--- config.mk ---
export PLATFORM = sky130hd
export DESIGN_NAME = truth_table_sweeper
export DESIGN_NICKNAME = d
export VERILOG_FILES = /design/src/rtl/truth_sweep_pkg.sv /design/src/rtl/truth_table_sweeper_settle_timer.sv /design/src/rtl/truth_table_sweeper.sv
export SDC_FILE = /design/constraint.sdc
export NUM_CORES = 1
export LEC_CHECK = 0
export ABC_AREA = 1
export BUFFER_PORTS_ARGS = -buffer_cell sky130_fd_sc_hd__buf_2
export CORE_MARGIN = 2
export CORE_UTILIZATION = 58
export CTS_BUF_LIST = sky130_fd_sc_hd__clkbuf_4
export DETAILED_ROUTE_END_ITERATION = 6
export PLACE_DENSITY = 0.82
export SETUP_SLACK_MARGIN = 0.05
export SYNTH_ARGS = -nofsm -noshare
export SYNTH_HDL_FRONTEND = slang
export SYNTH_HIERARCHICAL = 1
export SYNTH_SLANG_ARGS = --single-unit
--- constraint.sdc ---
create_clock -name clk -period 1.8 [get_ports clk]
set_input_delay 0.27 -clock clk [delete_from_list [all_inputs] [get_ports clk]]
set_output_delay 0.27 -clock clk [all_outputs]
set_load 0.02 [all_outputs]
--- src/rtl/truth_sweep_pkg.sv ---
// Shared types and constants for the truth-table sweeper and its settle timer.
// The expected table encodes f = a&(b|c), bit i for {a,b,c} = i.
package truth_sweep_pkg;

   localparam int IDX_W = 3;
   localparam int CNT_W = 4;
   localparam int MIS_W = 4;

   localparam logic [7:0] FUNC_EXPECTED = 8'hE0;

   typedef enum logic [1:0] {
      IDLE   = 2'd0,
      SETTLE = 2'd1,
      SAMPLE = 2'd2,
      FINISH = 2'd3
   } state_e;

endpackage : truth_sweep_pkg

--- src/rtl/truth_table_sweeper_settle_timer.sv ---
// Loadable up/down settle counter with clear; tc_o flags the terminal count
// (SETTLE_CYCLES-1 when counting up, zero when counting down).
module settle_timer
   import truth_sweep_pkg::*;
#(
   parameter int SETTLE_CYCLES = 4
) (
   input  logic             clk,
   input  logic             rst_n,
   input  logic             clr_i,
   input  logic             load_i,
   input  logic [CNT_W-1:0] load_val_i,
   input  logic             en_i,
   input  logic             up_i,
   output logic             tc_o
);

   localparam logic [CNT_W-1:0] TERM_UP = CNT_W'(SETTLE_CYCLES - 1);

   logic [CNT_W-1:0] cnt_q;
   logic [CNT_W-1:0] cnt_d;

   // Next count: clear beats load beats count.
   always_comb begin
      cnt_d = cnt_q;
      if (clr_i) begin
         cnt_d = {CNT_W{1'b0}};
      end else if (load_i) begin
         cnt_d = load_val_i;
      end else if (en_i) begin
         if (up_i) begin
            cnt_d = cnt_q + {{(CNT_W-1){1'b0}}, 1'b1};
         end else begin
            cnt_d = cnt_q - {{(CNT_W-1){1'b0}}, 1'b1};
         end
      end else begin
         cnt_d = cnt_q;
      end
   end

   // Count register.
   always_ff @(posedge clk or negedge rst_n) begin
      if (!rst_n) begin
         cnt_q <= {CNT_W{1'b0}};
      end else begin
         cnt_q <= cnt_d;
      end
   end

   assign tc_o = up_i ? (cnt_q == TERM_UP) : (cnt_q == {CNT_W{1'b0}});

endmodule : settle_timer

--- src/rtl/truth_table_sweeper.sv ---
// Drives {a,b,c} through 000..111, samples f_in after a settle delay per vector,
// and reports the captured truth table against EXPECTED with a start/done handshake.
module truth_table_sweeper
   import truth_sweep_pkg::*;
#(
   parameter int         SETTLE_CYCLES = 4,
   parameter logic [7:0] EXPECTED      = FUNC_EXPECTED
) (
   input  logic             clk,
   input  logic             rst_n,
   input  logic             start,
   input  logic             f_in,
   output logic             a,
   output logic             b,
   output logic             c,
   output logic             busy,
   output logic             done,
   output logic [7:0]       result,
   output logic [MIS_W-1:0] mismatch_cnt,
   output logic             pass
);

   state_e           state_q,  state_d;
   logic [IDX_W-1:0] idx_q,    idx_d;
   logic [2:0]       abc_q,    abc_d;
   logic [7:0]       result_q, result_d;
   logic [MIS_W-1:0] mis_q,    mis_d;
   logic             pass_q,   pass_d;
   logic             busy_q,   busy_d;
   logic             done_q,   done_d;

   logic tmr_clr_s;
   logic tmr_en_s;
   logic tmr_tc_s;

   settle_timer #(
      .SETTLE_CYCLES(SETTLE_CYCLES)
   ) u_settle_timer (
      .clk        (clk),
      .rst_n      (rst_n),
      .clr_i      (tmr_clr_s),
      .load_i     (1'b0),
      .load_val_i ({CNT_W{1'b0}}),
      .en_i       (tmr_en_s),
      .up_i       (1'b1),
      .tc_o       (tmr_tc_s)
   );

   // Sweep sequencing; start is refused during the done cycle even though IDLE is already active.
   always_comb begin
      state_d   = state_q;
      idx_d     = idx_q;
      abc_d     = abc_q;
      result_d  = result_q;
      mis_d     = mis_q;
      pass_d    = pass_q;
      busy_d    = busy_q;
      done_d    = 1'b0;
      tmr_clr_s = 1'b0;
      tmr_en_s  = 1'b0;
      case (state_q)
         IDLE: begin
            if (start && !done_q) begin
               idx_d     = {IDX_W{1'b0}};
               abc_d     = 3'b000;
               tmr_clr_s = 1'b1;
               result_d  = 8'h00;
               mis_d     = {MIS_W{1'b0}};
               pass_d    = 1'b0;
               busy_d    = 1'b1;
               state_d   = SETTLE;
            end else begin
               state_d = IDLE;
            end
         end
         SETTLE: begin
            tmr_en_s = 1'b1;
            if (tmr_tc_s) begin
               state_d = SAMPLE;
            end else begin
               state_d = SETTLE;
            end
         end
         SAMPLE: begin
            result_d[idx_q] = f_in;
            if (f_in != EXPECTED[idx_q]) begin
               mis_d = mis_q + {{(MIS_W-1){1'b0}}, 1'b1};
            end else begin
               mis_d = mis_q;
            end
            if (idx_q == 3'd7) begin
               state_d = FINISH;
            end else begin
               idx_d     = idx_q + 3'd1;
               abc_d     = idx_q + 3'd1;
               tmr_clr_s = 1'b1;
               state_d   = SETTLE;
            end
         end
         FINISH: begin
            done_d  = 1'b1;
            busy_d  = 1'b0;
            pass_d  = (mis_q == {MIS_W{1'b0}});
            state_d = IDLE;
         end
         default: begin
            state_d = IDLE;
         end
      endcase
   end

   // State and output registers.
   always_ff @(posedge clk or negedge rst_n) begin
      if (!rst_n) begin
         state_q  <= IDLE;
         idx_q    <= {IDX_W{1'b0}};
         abc_q    <= 3'b000;
         result_q <= 8'h00;
         mis_q    <= {MIS_W{1'b0}};
         pass_q   <= 1'b0;
         busy_q   <= 1'b0;
         done_q   <= 1'b0;
      end else begin
         state_q  <= state_d;
         idx_q    <= idx_d;
         abc_q    <= abc_d;
         result_q <= result_d;
         mis_q    <= mis_d;
         pass_q   <= pass_d;
         busy_q   <= busy_d;
         done_q   <= done_d;
      end
   end

   assign {a, b, c}    = abc_q;
   assign busy         = busy_q;
   assign done         = done_q;
   assign result       = result_q;
   assign mismatch_cnt = mis_q;
   assign pass         = pass_q;

endmodule : truth_table_sweeper

==> results of run 1 <==
-- kinds of logic after synthesis --
group           share of synthesized area [%]
xor+xnor                                1.278
flops                                   43.80
simple gates                            30.38
fa+ha+maj                               7.846
other cells                            0.5476
compound gates                          7.755
mux                                    0.7300
buf+inv                                 7.664
-- power by group through the flow --
| stage | logic (mW) | registers [mW] | clock network [mW] |
|---|---|---|---|
| floorplan | 0.501 | 0.811 | 0 |
| global placement | 0.693 | 0.774 | 0 |
| detailed placement | 0.724 | 0.781 | 0 |
| CTS | 0.730 | 0.770 | 0.399 |
| global route | 0.845 | 0.791 | 0.414 |
| finish | 0.737 | 0.770 | 0.394 |
-- critical path, delay by kind of cell (launching register included) --
| family | cells | cell delay [ns] |
|---|---|---|
| AO/OA/AOI/OAI | 2 | 0.17 |
| adder cells (fa/ha/maj) | 2 | 0.40 |
| buffers and inverters | 2 | 0.16 |
| flip-flops | 1 | 0.49 |
| AND/OR/NAND/NOR | 4 | 0.31 |
-- worst paths after layout --
kind                                from                      end  slack (ns)  cells after the start
worst min register to register      busy                     busy        0.50                      2
worst max-delay path            abc_q[0]  u_settle_timer/cnt_q[2]        0.18                     10
min in group asynchronous          rst_n          mismatch_cnt[0]        0.44                      2
max in group asynchronous          rst_n                 abc_q[0]        0.99                      2
worst min-delay path                f_in                result[5]        0.22                      3
worst max register to register  abc_q[0]  u_settle_timer/cnt_q[2]        0.18                     10
-- cells in the final DEF (no fill, tap or decap), types with 2 or more instances in the layout --
cell and n:
nand2_1 43, inv_1 25, dfrtp_1 24, buf_2 21, nand3_1 20, nor2_1 19
conb_1 14, o21ai_0 13, ha_1 7, clkbuf_4 3, a21oi_1 3, nor2_4 2
nand2_2 2, o22ai_1 2
-- stage by stage --
| step | util (%) | power, mW | setup WS (ns) | instances |
|---|---|---|---|---|
| 2_1_floorplan | - | 1.312 | 0.2590 | 188 |
| 3_3_place_gp | 69.69 | 1.466 | 0.3184 | 237 |
| 3_5_place_dp | 69.69 | 1.505 | 0.2264 | 237 |
| 4_1_cts | 72.49 | 1.899 | 0.1980 | 242 |
| 5_1_grt | 72.49 | 2.050 | 0.09090 | 242 |
| 6_report | 72.49 | 1.901 | 0.1808 | 242 |
-- metal layers --
layer	track usage (%)	vias to the layer above
li1	-	621
met1	29.91	532
met2	38.75	37
met3	3.714	6
met4	10.68	0
met5	0	-
-- sequential cells by signal, indices dropped and copies added, names as in the netlist --
name	count
done	1
result	8
pass	1
u_settle_timer/cnt_q	4
busy	1
abc_q	3
state_q	2
mismatch_cnt	4
-- area by class of cell --
type	instances	area (µm²)
clock buffers	3	22.52
clock inverters	1	30.03
fillers	187	614.3
inverters	26	97.59
multi-input cells	137	710.7
flip-flops and latches	24	600.6
well taps	28	35.03
repair buffers	23	122.6
-- repair_timing --
item                      4_1_cts  5_1_grt
hold buffers                    1        0
hold endpoints to repair       24        0
gates resized for setup         0        0
==> results.cfg, run 1 <==
[drt]
route.detailed.drc = 0
dr.first_iter.drc_count = 37
vias_per_cell = 4.942
wl_met2_um = 1278
highest_layer = met4
drt_wl_total_um = 2765
wl_per_cell_um = 11.43
wl_met1_um = 1280
ant_nets = 0
wl_met3_um = 160
vias = 1196
detail_route.first_pass.iterations = 4

[yosys]
ys_top_cells_by_count = nand2_1 (43), inv_1 (25), dfrtp_1 (24)
synth-main-ff-cell = dfrtp_1
synth-edff-count = 0
synth_top_area_share_pct = 43.80
async_flop_share_pct = 100.0
ys_types = 26
synthCells = 176
synth.cell_area_um2 = 1371
synth-seq-cells = 24
yosys.area.top_type = dfrtp_1
yosys_warnings = 6
synth_area_leaders = dfrtp_1 (44%), nand2_1 (12%), nand3_1 (7.3%), inv_1 (6.8%), ha_1 (6.4%)
yosys.cell_count.top_type = nand2_1
ys_seq_area_share_pct = 43.80
syn_avg_cell_area_um2 = 7.792

[clock_network]
root_buffer = clkbuf_4
clkLatencyLatePin_ns = 0.32
cts_setup_buffers = 0
cts_max_level = 1
cts_tree = done
clk_pin_slew_worst_paths_ns = 0.13
clock-sinks = 24
cts_made_buffers = 3
clockBufferDepth = 2

[sta]
fmax_mhz = 617.6
rsz0062_at_grt = no
min_period_over_period_pct = 89.96
hold_violations = 0
tightest_slew_ns = 0.5462
whs_ns = 0.2158
fin_worst_skew_ns = 0.01216
tns_ns = 0
relSlewSlack_pct = 63.59
drv_slew = 0
post-route-min-period_ns = 1.619
setup_violations = 0

[layout]
nets = 227
fin_area_um2 = 1619
final_layout_size_suffix_gt1_share_pct = 15.42
num_antenna_cells = 0
syn2layout_area_growth_pct = 18.07

[floorplanning]
die_w_um = 52.63
die_y_um = 52.63
ios = 22
rows = 17
die-area_um2 = 2769
core-area_um2 = 2233
start_util_pct = 61.40

[place]
hpwl_um = 2052
postPlaceCellArea_um2 = 1556
gp_congestion = 0.8871
portBuffers = 21

[worst_setup_path]
start_kind = flop
critPathKind = flop to flop
cp-end-kind = flop
critPathMaxStageDelay_ns = 0.49
required_ns = 2.02
slowest_stage = dfrtp_1
crit_arrival_ns = 1.84
critPathMaxFanout = 7
path_cells = ha_1, ha_1, inv_1, nand2_2, nand2_2, inv_1, o21ai_2, nor2_1, o21ai_1, nand2_1

[power]
power_density_nw_per_um2 = 1174
power_frac_comb_pct = 38.8
p_sw_uw = 772.3
power.share.switching_pct = 40.63
leakagePower_nw = 0.8937
pwr-share-clk_pct = 20.7
vdd_drop_max_mv = 0.8234
pwr-share-seq_pct = 40.5
p_int_mw = 1.129

[grt]
grt_max_degree = 25
first_global_vias = 1148
grt_usage_pct = 23.44
grt_pass1_wl_um = 4698
grt-ovfl-total = 0
antenna_found_initial = 0

[hold_path]
hold_path_class = input port to flop

[status]
status = finished clean

[run]
max-cap-violations = 0
Note: power is estimated with default switching activity, not from simulation.
==> run 2: changes to the inputs <==
Settings changed: BUFFER_PORTS_ARGS -buffer_cell sky130_fd_sc_hd__buf_2 to -buffer_cell sky130_fd_sc_hd__clkbuf_2.
==> run 2 against run 1 <==
Compared with the run above: worst setup slack better by 0.030 ns; total power increased by 0.35%; sequential power is essentially flat; sequential share of layout area about the same; utilization grew 0.056 points; critical path depth did not move; register-to-register slack better by 0.03 ns; via count is 0.92% higher; critical endpoint unchanged.
==> results.cfg, run 2 (synthesized netlist as in run 1, its figures left out) <==
[worst_setup_path]
slowest_stage = dfrtp_2
critPathMaxStageDelay_ns = 0.48
cp-end-kind = flop
required_ns = 2.02
critPathMaxFanout = 7
critPathKind = flop to flop
crit_arrival_ns = 1.80
start_kind = flop
path_cells = ha_1, ha_1, inv_1, nand2_2, nand2_2, inv_1, o21ai_2, nor2_1, o21ai_1, nand2_1

[clock_network]
clkLatencyLatePin_ns = 0.33
cts_tree = done
cts_max_level = 1
cts_setup_buffers = 0
clock-sinks = 24
clockBufferDepth = 2
root_buffer = clkbuf_4
clk_pin_slew_worst_paths_ns = 0.12
cts_made_buffers = 3

[layout]
num_antenna_cells = 0
layout_common_cells = nand2_1 (43), inv_1 (25), dfrtp_1 (23), clkbuf_2 (21), nand3_1 (20)
fin_area_um2 = 1620
largest_reg_flops = 8
final_common_cell = nand2_1
fillCellCount = 185
syn2layout_area_growth_pct = 18.16
nets = 227
final_layout_size_suffix_gt1_share_pct = 15.89

[sta]
min_period_over_period_pct = 88.27
tns_ns = 0
fmax_mhz = 629.4
post-route-min-period_ns = 1.589
setup_violations = 0
hold_violations = 0
fin_worst_skew_ns = 0.01807
drv_slew = 0
worst_slack_ns = 0.2112
relSlewSlack_pct = 59.46
tightest_slew_ns = 0.6080
rsz0062_at_grt = no

[power]
power_frac_comb_pct = 38.9
pwr-share-seq_pct = 40.5
vdd_drop_max_mv = 0.9142
pwr-share-clk_pct = 20.6
leakagePower_nw = 0.8783
power_density_nw_per_um2 = 1177
p_int_mw = 1.131
p_sw_uw = 776.8
p_total_mw = 1.907
power.share.switching_pct = 40.73

[status]
status = finished clean

[drt]
detail_route.first_pass.iterations = 4
dr.first_iter.drc_count = 31
vias_per_cell = 4.988
route.detailed.drc = 0
vias = 1207
wl_per_cell_um = 11.24
drt_wl_total_um = 2719
ant_nets = 0

[floorplanning]
die_y_um = 52.63
ios = 22
core-area_um2 = 2233
rows = 17
die-area_um2 = 2769
start_util_pct = 61.40
die_w_um = 52.63

[hold_path]
hold_path_class = input port to flop

[place]
hpwl_um = 1973
postPlaceCellArea_um2 = 1556
pre_cts_ws_ns = 0.2423
portBuffers = 21
gp_congestion = 0.8885

[grt]
antenna_found_initial = 0
grt_max_degree = 25
grt_pass1_wl_um = 4740
grt_usage_pct = 23.47
grt-ovfl-total = 0
first_global_vias = 1132

[run]
max-cap-violations = 0
## run 2: cell types whose count changed in the layout (fill, tap and decap cells not counted), sizes merged
cell	change
clkbuf	+21
buf	-21
## run 2: stage by stage
step	utilization (%)	hold slack [ns]	std cells
final	72.55	0.2403	242
after global routing	72.55	0.2520	242
after CTS	72.49	0.2221	242
after detailed placement	69.69	0.3056	237
after global placement	69.69	0.2953	237
after floorplan	-	-0.02559	188
## run 2: final timing paths
| check | start | end | slack, ns | depth (start not counted) |
|---|---|---|---|---|
| worst max-delay path | abc_q[0] | u_settle_timer/cnt_q[2] | 0.21 | 10 |
| worst min-delay path | f_in | result[5] | 0.24 | 3 |
| worst max register to register | abc_q[0] | u_settle_timer/cnt_q[2] | 0.21 | 10 |
| worst min register to register | busy | busy | 0.50 | 2 |
| max in group asynchronous | rst_n | abc_q[0] | 0.89 | 2 |
| min in group asynchronous | rst_n | done | 0.46 | 2 |
## run 2: power groups by stage
stage               Clock, mW  Sequential (mW)  Combinational [mW]
finish                  0.393            0.772               0.743
global placement            0            0.775               0.692
floorplan                   0            0.811               0.501
detailed placement          0            0.781               0.722
CTS                     0.407            0.770               0.738
global route            0.418            0.791               0.848
## run 2: layer usage
layer,vias to the layer above,GRT usage [%],wire length (µm)
met1,543,29.62,1307
met2,30,38.54,1235
li1,623,-,-
met4,0,11.54,87
met5,-,0,0
met3,11,4.000,89
## run 2: layout make-up
type	instances	area, µm²	share of cell area, %
multi-input combinational	137	710.7	43.86
tap	28	35.03	2.162
sequential	24	601.8	37.14
inverter	26	97.59	6.023
clock buffer	3	22.52	1.390
timing repair buffer	23	122.6	7.568
clock inverter	1	30.03	1.853
## run 2: timing repair
action / 4_1_cts / 5_1_grt
hold buffers: 1 / 0
gates resized for setup: 0 / 1
setup endpoints to repair: 0 / 1
hold endpoints to repair: 24 / 0
## run 2: worst max-delay path, delay by kind of cell (launching register included)
family,cells,cell delay [ns]
compound gates,2,0.16
simple gates,4,0.30
buf+inv,2,0.16
flops,1,0.48
fa+ha+maj,2,0.40
